## config.mk

```make
export PLATFORM = sky130hd
export DESIGN_NAME = uart_rx_fifo
export DESIGN_NICKNAME = d
export VERILOG_FILES = /design/src/rtl/uart_pkg.sv /design/src/rtl/sync_fifo.sv /design/src/rtl/uart_rx_fifo.sv
export SDC_FILE = /design/constraint.sdc
export NUM_CORES = 1
export LEC_CHECK = 0
export ABC_AREA = 1
export BUFFER_PORTS_ARGS = -buffer_cell sky130_fd_sc_hd__buf_4
export CAP_MARGIN = 10
export CORE_MARGIN = 3
export CORE_UTILIZATION = 40
export CTS_BUF_LIST = sky130_fd_sc_hd__clkbuf_2 sky130_fd_sc_hd__clkbuf_4 sky130_fd_sc_hd__clkbuf_8
export CTS_CLUSTER_SIZE = 30
export DETAILED_ROUTE_END_ITERATION = 8
export PLACE_DENSITY = 0.68
export SETUP_SLACK_MARGIN = 0.15
export SLEW_MARGIN = 5
export SYNTH_ARGS = -nofsm -noshare
export SYNTH_HDL_FRONTEND = slang
export SYNTH_SLANG_ARGS = --single-unit
```

## constraint.sdc

```tcl
create_clock -name Clk -period 2 [get_ports Clk]
set_input_delay 0.1 -clock Clk [delete_from_list [all_inputs] [get_ports Clk]]
set_output_delay 0.1 -clock Clk [all_outputs]
set_load 0.02 [all_outputs]
```

## src/rtl/uart_pkg.sv

```systemverilog
// uart_pkg: shared types and constants for the UART receive path.
//   rx_state_t  deframing FSM state encoding
//   OVERSAMPLE  ticks per bit period
//   DATA_BITS   data bits per character (8N1)
//   MID_TICK    tick index of the start-bit centre
package uart_pkg;

  typedef enum logic [1:0] {
    IDLE  = 2'd0,
    START = 2'd1,
    DATA  = 2'd2,
    STOP  = 2'd3
  } rx_state_t;

  localparam int OVERSAMPLE = 16;
  localparam int DATA_BITS  = 8;
  localparam int MID_TICK   = 7;

endpackage

```

## src/rtl/sync_fifo.sv

```systemverilog
// sync_fifo: single-clock first-word fall-through FIFO.
//   clk, rst_n  clock, asynchronous active-low reset
//   push, wdata write request and data (ignored when full unless popping)
//   pop         read request (ignored when empty)
//   rdata       head entry, valid whenever empty is low
//   level       number of stored entries, 0..DEPTH
//   full, empty status
module sync_fifo #(
  parameter int WIDTH = 8,
  parameter int DEPTH = 16
) (
  input  logic                     clk,
  input  logic                     rst_n,
  input  logic                     push,
  input  logic [WIDTH-1:0]         wdata,
  input  logic                     pop,
  output logic [WIDTH-1:0]         rdata,
  output logic [$clog2(DEPTH):0]   level,
  output logic                     full,
  output logic                     empty
);

  localparam int AW = $clog2(DEPTH);

  // Pointers carry one extra bit so full and empty are distinguishable.
  logic [AW:0]      wr_cnt;
  logic [AW:0]      rd_cnt;
  logic [WIDTH-1:0] mem [DEPTH];
  logic             do_push;
  logic             do_pop;

  assign level   = wr_cnt - rd_cnt;
  assign full    = (level == (AW+1)'(DEPTH));
  assign empty   = (level == '0);
  assign do_pop  = pop && !empty;
  // When full, a same-cycle pop frees the slot being written.
  assign do_push = push && (!full || do_pop);
  assign rdata   = mem[rd_cnt[AW-1:0]];

  always_ff @(posedge clk or negedge rst_n) begin
    if (!rst_n) begin
      wr_cnt <= '0;
      rd_cnt <= '0;
      for (int i = 0; i < DEPTH; i++) mem[i] <= '0;
    end else begin
      if (do_push) begin
        mem[wr_cnt[AW-1:0]] <= wdata;
        wr_cnt              <= wr_cnt + 1'b1;
      end
      if (do_pop) rd_cnt <= rd_cnt + 1'b1;
    end
  end

endmodule

```

## src/rtl/uart_rx_fifo.sv

```systemverilog
// uart_rx_fifo: 8N1 RS232 receiver with 16x oversampling and a receive FIFO.
//   Clk, Rst_n   system clock, asynchronous active-low reset
//   Rx           serial input, idle high, asynchronous to Clk
//   Rx_data      head-of-FIFO byte (first-word fall-through)
//   Rx_valid     FIFO not empty
//   Rx_ready     consumer takes Rx_data this cycle
//   Rx_level     bytes stored
//   Frame_err    sticky, stop bit sampled low
//   Overrun_err  sticky, byte completed while FIFO full
//   Err_clr      pulse clearing both sticky flags (a same-cycle set wins)
//
// state | meaning
// IDLE  | line idle, waiting for a falling edge
// START | counting to the start-bit centre, rejecting glitches
// DATA  | sampling 8 data bits LSB first, one per 16 ticks
// STOP  | sampling the stop bit, then push or flag frame error
module uart_rx_fifo
  import uart_pkg::*;
#(
  parameter int CLK_FREQ   = 50_000_000,
  parameter int BAUD       = 115200,
  parameter int FIFO_DEPTH = 16
) (
  input  logic                          Clk,
  input  logic                          Rst_n,
  input  logic                          Rx,
  output logic [7:0]                    Rx_data,
  output logic                          Rx_valid,
  input  logic                          Rx_ready,
  output logic [$clog2(FIFO_DEPTH):0]   Rx_level,
  output logic                          Frame_err,
  output logic                          Overrun_err,
  input  logic                          Err_clr
);

  localparam int DIV   = CLK_FREQ / (BAUD * OVERSAMPLE);
  localparam int DIV_W = $clog2(DIV + 1);

  logic             rx_meta;
  logic             rx_sync;
  logic             rx_prev;
  logic             rx_fall;
  logic [DIV_W-1:0] div_cnt;
  logic             tick;
  rx_state_t        state;
  logic [3:0]       tick_cnt;
  logic [2:0]       bit_cnt;
  logic [7:0]       shift_reg;
  logic             push_req;
  logic             pop;
  logic             fifo_full;
  logic             fifo_empty;

  // Two-flop synchroniser plus one history flop for edge detection.
  always_ff @(posedge Clk or negedge Rst_n) begin
    if (!Rst_n) begin
      rx_meta <= 1'b1;
      rx_sync <= 1'b1;
      rx_prev <= 1'b1;
    end else begin
      rx_meta <= Rx;
      rx_sync <= rx_meta;
      rx_prev <= rx_sync;
    end
  end

  assign rx_fall = rx_prev && !rx_sync;

  // Oversampling tick: down-counter reloaded on terminal count, and reloaded
  // on the start edge so the mid-bit samples line up with this frame.
  always_ff @(posedge Clk or negedge Rst_n) begin
    if (!Rst_n) begin
      div_cnt <= DIV_W'(DIV - 1);
    end else if ((state == IDLE && rx_fall) || div_cnt == '0) begin
      div_cnt <= DIV_W'(DIV - 1);
    end else begin
      div_cnt <= div_cnt - 1'b1;
    end
  end

  assign tick = (div_cnt == '0);

  always_ff @(posedge Clk or negedge Rst_n) begin
    if (!Rst_n) begin
      state     <= IDLE;
      tick_cnt  <= '0;
      bit_cnt   <= '0;
      shift_reg <= '0;
      push_req  <= 1'b0;
      Frame_err <= 1'b0;
    end else begin
      push_req <= 1'b0;
      if (Err_clr) Frame_err <= 1'b0;
      unique case (state)
        IDLE: begin
          // Only an edge starts a frame, so a held-low break cannot retrigger.
          if (rx_fall) begin
            state    <= START;
            tick_cnt <= '0;
          end
        end
        START: begin
          if (tick) begin
            if (tick_cnt == 4'(MID_TICK)) begin
              tick_cnt <= '0;
              bit_cnt  <= '0;
              state    <= rx_sync ? IDLE : DATA;
            end else begin
              tick_cnt <= tick_cnt + 1'b1;
            end
          end
        end
        DATA: begin
          if (tick) begin
            if (tick_cnt == 4'(OVERSAMPLE - 1)) begin
              tick_cnt  <= '0;
              shift_reg <= {rx_sync, shift_reg[7:1]};
              if (bit_cnt == 3'(DATA_BITS - 1)) state <= STOP;
              else bit_cnt <= bit_cnt + 1'b1;
            end else begin
              tick_cnt <= tick_cnt + 1'b1;
            end
          end
        end
        STOP: begin
          if (tick) begin
            if (tick_cnt == 4'(OVERSAMPLE - 1)) begin
              tick_cnt <= '0;
              state    <= IDLE;
              if (rx_sync) push_req  <= 1'b1;
              else         Frame_err <= 1'b1;
            end else begin
              tick_cnt <= tick_cnt + 1'b1;
            end
          end
        end
        default: state <= IDLE;
      endcase
    end
  end

  assign pop = Rx_valid && Rx_ready;

  always_ff @(posedge Clk or negedge Rst_n) begin
    if (!Rst_n) begin
      Overrun_err <= 1'b0;
    end else if (push_req && fifo_full && !pop) begin
      Overrun_err <= 1'b1;
    end else if (Err_clr) begin
      Overrun_err <= 1'b0;
    end
  end

  // shift_reg is stable while push_req is high: it only shifts in DATA.
  sync_fifo #(
    .WIDTH (8),
    .DEPTH (FIFO_DEPTH)
  ) u_fifo (
    .clk   (Clk),
    .rst_n (Rst_n),
    .push  (push_req),
    .wdata (shift_reg),
    .pop   (pop),
    .rdata (Rx_data),
    .level (Rx_level),
    .full  (fifo_full),
    .empty (fifo_empty)
  );

  assign Rx_valid = !fifo_empty;

endmodule

```

==> out/results.tsv <==
metric	value	unit
status	complete, but fails checks	
violations	setup timing	
cts_htree_levels	4	
cts_buffers	17	
max_freq	413	MHz
row_count	52	
fin_nets	1161	
hold_violations	0	
yosysWarnings	0	
fin_skew	0.00872	ns
post_drt_wl_per_cell	19.6	microns
grt_start_max_net_pins	73	
dieArea	23300	sq um
hold_class	input pin to async pin	
gp_congestion	0.901	
num_vias	8447	
grt_overflow	0	
crit_arrival	2.85	ns
clockBufferDepth	2	
viasPerCell	5.92	
drtAntennaViolNets	0	
setup_slack	-0.421	ns
yosysTopAreaCell	dfrtp_1	
fin_crit	2.42	ns
dpl.cell_count	1350	
largest_reg_flops	128	
fillers	1787	
power	11.6	mW
dieWidth	153	microns
tightestPinTransition	0.900	ns
grt_pass1_wl	42600	microns
clockRootBuffer	clkbuf_8	
critPathLaunchType	register	
finalMaxSlewViolations	0	
synth_cells	1052	
maxCapViolations	0	
fin_cells	1426	
cp.required	2.42	ns
relSlewSlack	40.0	%
path_clk_slew	0.10	ns
netlist_area	8590	sq um
core-area	20700	sq um
setup_violations	150	
dp_hpwl	16100	microns
wl	27900	microns
rsz0062_at_grt	yes	
syn_nets	1071	
vdd_drop_max	0.000573	V
yosys.area.top_type_share	46.6	%
ys_seq_area_share	48.4	%
post-route-period-util	121	%
ys_top_cells_by_area	dfrtp_1 (47%), nand2_1 (15%), nand4_1 (9.5%), o21ai_0 (4.8%), nor2_1 (4.3%)	
synth_edf_count	0	
drtIter0Drc	853	
ys.flop_type	dfrtp_1	
leakagePower	5.48	nW
crit_path_max_fanout	8	
area_growth	31.9	%
ys_async_sr_fraction	100	%
powerDensity	1030	nW/um^2
portBuffers	20	
die_h	153	microns
grt_pass1_vias	7982	
drive_gt1_share	28.7	%
start_util	41.5	%
drt_pass1_iterations	5	
grtUsageTotal	22.6	%
end_kind	register	
antenna_found_initial	1	
io_pins	21	
ys_ff_latch	166	
clock_latency	0.48	ns
cts_tree	yes	
syn_avg_cell_area	8.17	sq um
yosysUniqueCellTypes	36	
clock_sinks	166	
drc_errors	0	
critical_path_class	register to register	
repair_timing:
item / CTS / global route
resized for setup: 96 / 143
cloned: 8 / 8
hold buffers: 4 / 0
setup endpoints to repair: 152 / 161
pin swaps: 76 / 102
endpoints found under the hold margin: 129 / 0
setup buffers: 13 / 10
final cells by class:
class / count / area (sq um) / area share [%]
Clock inverter: 14 / 139 / 1.23
Clock buffer: 18 / 248 / 2.19
Inverter: 42 / 164 / 1.45
Multi-Input combinational cell: 773 / 4540 / 40.1
Tap cell: 270 / 338 / 2.98
Sequential cell: 166 / 4170 / 36.8
Timing Repair Buffer: 142 / 1740 / 15.3
Antenna cell: 1 / 2.50 / 0.0221
through the flow:
stage	setup TNS [ns]	setup slack [ns]	hold WS, ns	instance area, sq um	utilization (%)
floorplan	-3.29	-0.0291	-0.196	8680	-
global placement	-11.12	-0.126	0.0617	9490	45.9
finish	-50.69	-0.421	0.0996	11300	54.8
detailed placement	-14.46	-0.164	0.0598	9490	45.9
global route	-59.67	-0.484	0.111	11300	54.8
CTS	-40.89	-0.343	0.109	10500	50.9
worst max-delay path, stage by stage, from the launching register on:
cell      delay [ns]
dfrtp_2         0.46
ha_4            0.17
fa_2            0.36
nand3b_1        0.23
nand3_2         0.13
nand2_4         0.06
nor2_4          0.23
nand2_8         0.15
buf_12          0.16
buf_16          0.14
nand3_4         0.13
nand2_1         0.09
nand2_1         0.06
placed cells by master, fill, tap and decap left out, types with 8 or more instances in the layout:
master,instances
buf_4,66
nor2_1,85
o22ai_2,10
buf_6,35
inv_1,33
o21ai_1,14
buf_16,9
nand3_4,15
nand2_2,49
nand3_2,17
buf_12,14
o21ai_0,51
nand2_1,283
a21oi_1,8
clkbuf_8,18
ha_1,11
nor2_2,11
nand4_1,130
nand3_1,19
o21ai_2,8
dfrtp_1,157
o21ai_4,11
power breakdown:
group / total, mW / leakage, nW / internal (mW) / switching, mW
Combinational: 5.58 / 3.02 / 2.44 / 3.14
Sequential: 3.64 / 2.28 / 3.52 / 0.121
Clock: 2.42 / 0.188 / 0.952 / 1.47
Total: 11.6 / 5.48 / 6.91 / 4.72
synthesized netlist by cell type (8+ instances only):
cell	instances
inv_1	40
nand4_1	130
o21ai_0	82
nand2_1	335
a21oi_1	8
o221ai_1	10
ha_1	13
buf_1	20
clkbuf_1	33
buf_6	16
nand3_1	36
nand3_4	10
dfrtp_1	160
o22ai_1	16
nor2_1	98
metal layers:
layer | track usage (%) | share of wire, %
met5 | 0 | 0.068
met4 | 7.93 | 3.5
met3 | 5.45 | 9.7
met2 | 35.4 | 47
met1 | 30.9 | 40
worst paths after layout:
| kind | start | end | slack (ns) | cells after the start |
|---|---|---|---|---|
| hold reg to reg | rx_meta$_DFF_PN1_ | rx_sync$_DFF_PN1_ | 0.36 | 0 |
| max in group asynchronous | Rst_n | div_cnt[3]$_DFF_PN1_ | 1.15 | 3 |
| setup / recovery | u_fifo.rd_cnt[0]$_DFFE_PN0P_ | u_fifo.mem[38]$_DFFE_PN0P_ | -0.42 | 12 |
| hold / removal | Rst_n | u_fifo.mem[28]$_DFFE_PN0P_ | 0.1 | 2 |
| setup reg to reg | u_fifo.rd_cnt[0]$_DFFE_PN0P_ | u_fifo.mem[38]$_DFFE_PN0P_ | -0.42 | 12 |
| min in group Clk | Rx | rx_meta$_DFF_PN1_ | 0.27 | 2 |
logic make-up after synthesis:
| kind of cell | count (synthesis) | synth area share (%) |
|---|---|---|
| AO/OA/AOI/OAI | 127 | 8.39 |
| XOR/XNOR | 9 | 0.917 |
| adder cells (fa/ha/maj) | 14 | 2.13 |
| buffers and inverters | 115 | 6.48 |
| flip-flops | 166 | 48.4 |
| multiplexers | 1 | 0.131 |
| AND/OR/NAND/NOR | 620 | 33.5 |
No activity file was read; power rests on OpenSTA's default activity.
